**src/rtl/avg_sample_sequencer.sv**
```systemverilog
// Periodic four-channel (X,Y,Z,T) sample sequencer feeding the averaging stage.
// Optional dropped-tick counter port o_SEQ_OverrunCount enabled by `define SEQ_OVERRUN_CNT_EN.
module avg_sample_sequencer #(
  parameter int SAMPLE_PERIOD = 100000,
  parameter int TIMEOUT       = 4096,
  parameter int WINDOW        = 16
) (
  input  logic        clk,
  input  logic        reset,
  input  logic        i_SEQ_Enable,
  output logic        o_SPI_Start,
  output logic [1:0]  o_SPI_Axis,
  input  logic        i_SPI_Done,
  input  logic [18:0] i_SPI_Data,
  output logic [11:0] o_ACCEL_X,
  output logic [11:0] o_ACCEL_Y,
  output logic [11:0] o_ACCEL_Z,
  output logic [18:0] o_ACCEL_T,
  output logic        o_AVG_dataReady,
  output logic        o_SEQ_WindowDone,
  output logic        o_SEQ_Error,
  output logic        o_SEQ_Overrun,
  output logic        o_SEQ_Busy
`ifdef SEQ_OVERRUN_CNT_EN
  ,
  output logic [7:0]  o_SEQ_OverrunCount
`endif
);

  // state      | meaning
  // IDLE       | sampling disabled, period counter held at 0
  // WAIT_TICK  | waiting for the next sample tick
  // REQ        | one-cycle read request for the current axis
  // WAIT_DONE  | waiting for the SPI read result, timeout running
  // PUBLISH    | new sample on o_ACCEL_*, dataReady high

  localparam int PW = (SAMPLE_PERIOD > 1) ? $clog2(SAMPLE_PERIOD) : 1;
  localparam int TW = (TIMEOUT > 1) ? $clog2(TIMEOUT) : 1;
  localparam int WW = (WINDOW > 1) ? $clog2(WINDOW) : 1;

  localparam logic [PW-1:0] PERIOD_LAST  = PW'(SAMPLE_PERIOD - 1);
  localparam logic [TW-1:0] TIMEOUT_LAST = TW'(TIMEOUT - 1);
  localparam logic [WW-1:0] WINDOW_LAST  = WW'(WINDOW - 1);

  typedef enum logic [2:0] {
    S_IDLE,
    S_WAIT_TICK,
    S_REQ,
    S_WAIT_DONE,
    S_PUBLISH
  } state_t;

  state_t state, state_next;

  logic [PW-1:0] period_cnt;
  logic [TW-1:0] timeout_cnt;
  logic [WW-1:0] sample_cnt;
  logic [1:0]    axis;
  logic [11:0]   shadow_x, shadow_y, shadow_z;
  logic          tick, timeout_hit, window_last, read_done;

  assign tick        = (state != S_IDLE) && (period_cnt == PERIOD_LAST);
  assign timeout_hit = (timeout_cnt == TIMEOUT_LAST);
  assign window_last = (sample_cnt == WINDOW_LAST);
  assign read_done   = (state == S_WAIT_DONE) && i_SPI_Done;

  always_ff @(posedge clk) begin
    if (reset) state <= S_IDLE;
    else       state <= state_next;
  end

  always_comb begin
    state_next = state;
    case (state)
      S_IDLE:      if (i_SEQ_Enable) state_next = S_WAIT_TICK;
      S_WAIT_TICK: begin
        if (tick)               state_next = S_REQ;
        else if (!i_SEQ_Enable) state_next = S_IDLE;
      end
      S_REQ:       state_next = S_WAIT_DONE;
      S_WAIT_DONE: begin
        // a Done landing on the last timeout cycle still counts
        if (i_SPI_Done)       state_next = (axis == 2'd3) ? S_PUBLISH : S_REQ;
        else if (timeout_hit) state_next = S_WAIT_TICK;
      end
      S_PUBLISH:   state_next = S_WAIT_TICK;
      default:     state_next = S_IDLE;
    endcase
  end

  always_comb begin
    o_SPI_Start      = 1'b0;
    o_AVG_dataReady  = 1'b0;
    o_SEQ_WindowDone = 1'b0;
    o_SEQ_Error      = 1'b0;
    o_SEQ_Busy       = 1'b0;
    case (state)
      S_REQ: begin
        o_SPI_Start = 1'b1;
        o_SEQ_Busy  = 1'b1;
      end
      S_WAIT_DONE: begin
        o_SEQ_Busy  = 1'b1;
        o_SEQ_Error = !i_SPI_Done && timeout_hit;
      end
      S_PUBLISH: begin
        o_SEQ_Busy       = 1'b1;
        o_AVG_dataReady  = 1'b1;
        o_SEQ_WindowDone = window_last;
      end
      default: ;
    endcase
  end

  assign o_SEQ_Overrun = tick && (state != S_WAIT_TICK);
  assign o_SPI_Axis    = axis;

  always_ff @(posedge clk) begin
    if (reset) begin
      period_cnt  <= '0;
      timeout_cnt <= '0;
      sample_cnt  <= '0;
      axis        <= 2'd0;
      shadow_x    <= '0;
      shadow_y    <= '0;
      shadow_z    <= '0;
      o_ACCEL_X   <= '0;
      o_ACCEL_Y   <= '0;
      o_ACCEL_Z   <= '0;
      o_ACCEL_T   <= '0;
    end else begin
      // phase restarts from 0 on every exit from IDLE
      if (state == S_IDLE || state_next == S_IDLE) period_cnt <= '0;
      else if (period_cnt == PERIOD_LAST)          period_cnt <= '0;
      else                                         period_cnt <= period_cnt + PW'(1);

      if (state == S_REQ)            timeout_cnt <= '0;
      else if (state == S_WAIT_DONE) timeout_cnt <= timeout_cnt + TW'(1);

      if (state == S_WAIT_TICK && tick)   axis <= 2'd0;
      else if (read_done && axis != 2'd3) axis <= axis + 2'd1;

      if (read_done) begin
        case (axis)
          2'd0:    shadow_x <= i_SPI_Data[11:0];
          2'd1:    shadow_y <= i_SPI_Data[11:0];
          2'd2:    shadow_z <= i_SPI_Data[11:0];
          default: ;
        endcase
      end

      // T is published straight from the bus so the outputs change with dataReady
      if (read_done && axis == 2'd3) begin
        o_ACCEL_X <= shadow_x;
        o_ACCEL_Y <= shadow_y;
        o_ACCEL_Z <= shadow_z;
        o_ACCEL_T <= i_SPI_Data;
      end

      if (state == S_PUBLISH) sample_cnt <= window_last ? '0 : sample_cnt + WW'(1);
    end
  end

`ifdef SEQ_OVERRUN_CNT_EN
  logic       enable_q;
  logic [7:0] overrun_cnt;

  always_ff @(posedge clk) begin
    if (reset) begin
      enable_q    <= 1'b0;
      overrun_cnt <= 8'd0;
    end else begin
      enable_q <= i_SEQ_Enable;
      if (i_SEQ_Enable && !enable_q)                overrun_cnt <= 8'd0;
      else if (o_SEQ_Overrun && overrun_cnt != 8'hFF) overrun_cnt <= overrun_cnt + 8'd1;
    end
  end

  assign o_SEQ_OverrunCount = overrun_cnt;
`endif

endmodule

```
**config.mk**
```make
export PLATFORM = sky130hd
export DESIGN_NAME = avg_sample_sequencer
export DESIGN_NICKNAME = d
export VERILOG_FILES = /design/src/rtl/avg_sample_sequencer.sv
export SDC_FILE = /design/constraint.sdc
export NUM_CORES = 1
export LEC_CHECK = 0
export CAP_MARGIN = 20
export CORE_ASPECT_RATIO = 1.2
export CORE_MARGIN = 10
export CORE_UTILIZATION = 35
export CTS_CLUSTER_DIAMETER = 30
export DETAILED_ROUTE_END_ITERATION = 16
export DONT_BUFFER_PORTS = 1
export SLEW_MARGIN = 20
export SYNTH_ARGS = -nofsm -noshare
export SYNTH_HDL_FRONTEND = slang
export SYNTH_SLANG_ARGS = --single-unit
```
**constraint.sdc**
```tcl
create_clock -name clk -period 2.05 [get_ports clk]
set_input_delay 0.615 -clock clk [delete_from_list [all_inputs] [get_ports clk]]
set_output_delay 0.615 -clock clk [all_outputs]
set_load 0.05 [all_outputs]
```
==> reports/results.tsv <==
metric	value	unit
outcome	finished with violations	
failing checks	setup timing	
DR WL/cell	16.17	µm
Max VDD drop	427.6	µV
WL final	13440	µm
clk buf depth	2	
H-tree depth	4	
layout cells sized above 1	0.1707	
CP Launch Type	flip-flop	
Critical Path Max Stage Delay	0.50	ns
period utilization	1.104	
Post-synth ARST share	0	
Power Density	905.3	nW/µm²
delay-heaviest family, CP	simple AND/OR/NAND/NOR gates	
switch share	0.1967	
# rows	48	
metal2 WL	6926	µm
GRT Total Usage	0.1369	
clock sink total	129	
dpl hpwl	9007	µm
synth unique cells	45	
routed vias/inst	5.225	
largest net degree at the start of global routing	107	
number of global-route vias before repair	4202	
first drt pass iteration count	6	
Reg clk slew, reported paths	0.06	ns
Crit Path Max Fanout	2	
final setup vio count	3	
GP Congestion	0.7838	
Antenna Nets Post-Route	0	
#FFs+latches synth	129	
antenna diode count	0	
Synthesis Warnings	0	
total CTS buffers	17	
Die Ht	152.7	µm
Hold Buf Count CTS	0	
Worst-Margin Slew	0.5617	ns
WP data arrival	1.65	ns
Seq/Total Area, Yosys	0.5027	
Hold Slack	0.2750	ns
share of total power in sequential cells	0.436	
Int Pwr	0.004625	W
first-pass GRT wire length	21610	µm
total number of vias	4342	
Slew Viols, Final	0	
combinational power share	0.007	
wire length on met3	1189	µm
WS Path Type	reg -> out	
Final Worst Setup Slack	-0.2134	ns
Clk pwr share	0.557	
gate count of the mapped netlist	630	
post-layout util	0.4412	
Final Hold Viols	0	
Critical Path RT	1.43	ns
Initial Util	0.3564	
CTS tree	done	
cell area after synthesis	5137	µm²
commonest non-fill, non-tap cells in the layout	nand2_1, dfxtp_1, a21oi_1	
Pwr Total	0.005758	W
most common cell after layout, fill and taps aside	nand2_1	
Slew headroom	0.6250	
net load switching power	0.001133	W
syn avg cell area	8.155	µm²
final cell count without fillers	831	
leak pwr	2.037	nW
crit-path cells	nand2_2 > or4_4 > nor3_4 > buf_12	
max-cap viol count	0	
Post-synth EDFFs	0	
Top Layer Used	met4	
CP bufs+invs	1	
WL met1	5119	µm
Placed Cells	788	
clock root cell	clkbuf_16	
drt initial violations	312	
Slowest cell on crit path	or4_4	
port buffer count	0	
I/O Pins	86	
Synth Flop Type	dfxtp_1	
min cycle time layout	2.263	ns
synth-to-layout area growth	23.79	%
Worst setup EP type	output pin	
Hold Path Class	in -> reg	
RSZ-0062 raised after global routing	yes	
DRC Markers	0	
grt ovf	0	
antenna violations before repair	0	
Core Area	14410	µm²
latest clock arrival within the worst-skew pair	0.41	ns
clock skew	0.007146	ns
nets@finish	673	
chip width	130.6	µm
final setup TNS	-0.4209	ns
net count after synthesis	660	
die area	19950	µm²
Achievable Freq	441.8	MHz
==> layout make-up <==
| type | count | area (µm²) |
|---|---|---|
| well taps | 175 | 219.0 |
| fillers | 1398 | 8054 |
| clock inverters | 12 | 181.4 |
| multi-input cells | 453 | 2470 |
| flip-flops and latches | 129 | 2609 |
| repair buffers | 37 | 405.4 |
| clock buffers | 20 | 456.7 |
| inverters | 5 | 18.77 |
==> synthesized netlist by cell type (5+ instances only) <==
cell,instances,share of area
nor2_1,22,0.016
or3_1,5,0.0061
xnor2_1,19,0.032
ha_1,7,0.017
nand3_1,47,0.046
nor4_1,10,0.012
buf_2,15,0.015
o21ai_0,8,0.0078
nand4_1,5,0.0061
dfxtp_1,129,0.50
nor3_1,20,0.019
buf_1,7,0.0051
nand2_1,167,0.12
a21oi_1,101,0.098
clkbuf_1,20,0.015
inv_1,5,0.0037
==> flip-flops by register name (all words and copies together) (netlist names), 4 cells and up <==
name,count
sample_cnt,4
o_ACCEL_Y,12
period_cnt,17
shadow_x,12
shadow_z,12
o_ACCEL_Z,12
o_ACCEL_T,19
timeout_cnt,12
o_ACCEL_X,12
shadow_y,12
==> stage by stage <==
stage,setup WS [ns],cell area [µm²]
finish,-0.2134,6360
global route,-0.2936,6360
CTS,-0.3097,6299
detailed placement,0.09413,5528
global placement,0.06886,5528
floorplan,-0.07196,5229
==> cells by family (layout without fill, tap and decap cells) <==
kind of cell	Yosys count	after routing	synth area share
AND/OR/NAND/NOR	300	300	0.2686
multiplexers	3	3	0.005845
flip-flops	129	129	0.5027
XOR/XNOR	22	22	0.03751
AO/OA/AOI/OAI	121	121	0.1281
buffers and inverters	48	74	0.04019
adder cells (fa/ha/maj)	7	7	0.01705
==> worst paths after layout <==
kind / cells past startpoint / slack (ns) / end / start
setup / recovery: 4 / -0.21 / o_SEQ_Overrun / period_cnt[10]
hold / removal: 1 / 0.28 / sample_cnt[1] / reset
setup reg to reg: 7 / 0.21 / shadow_y[10] / state[2]
hold reg to reg: 2 / 0.45 / o_ACCEL_Z[3] / shadow_z[3]
==> power groups by stage <==
stage                     Sequential [W]  Clock (W)  Combinational (W)
after floorplan                  0.00257          0          0.0000646
after global placement           0.00257          0          0.0000405
after detailed placement         0.00257          0          0.0000414
after CTS                        0.00251    0.00329          0.0000415
after global routing             0.00251    0.00343          0.0000460
final                            0.00251    0.00321          0.0000415
==> per-layer routing <==
| layer | vias up | global-route usage |
|---|---|---|
| met3 | 19 | 0.05499 |
| met5 | - | 0 |
| met1 | 2018 | 0.1448 |
| li1 | 2178 | - |
| met2 | 127 | 0.2344 |
| met4 | 0 | 0.05464 |
==> timing repair <==
item                                    CTS  global route
cloned                                    0             0
resized for setup                        20            12
pin swaps                                 8             7
setup buffers                             9             2
endpoints found under the setup margin    5             6
hold endpoints to repair                  0             0
(Power assumes the default switching activity.)
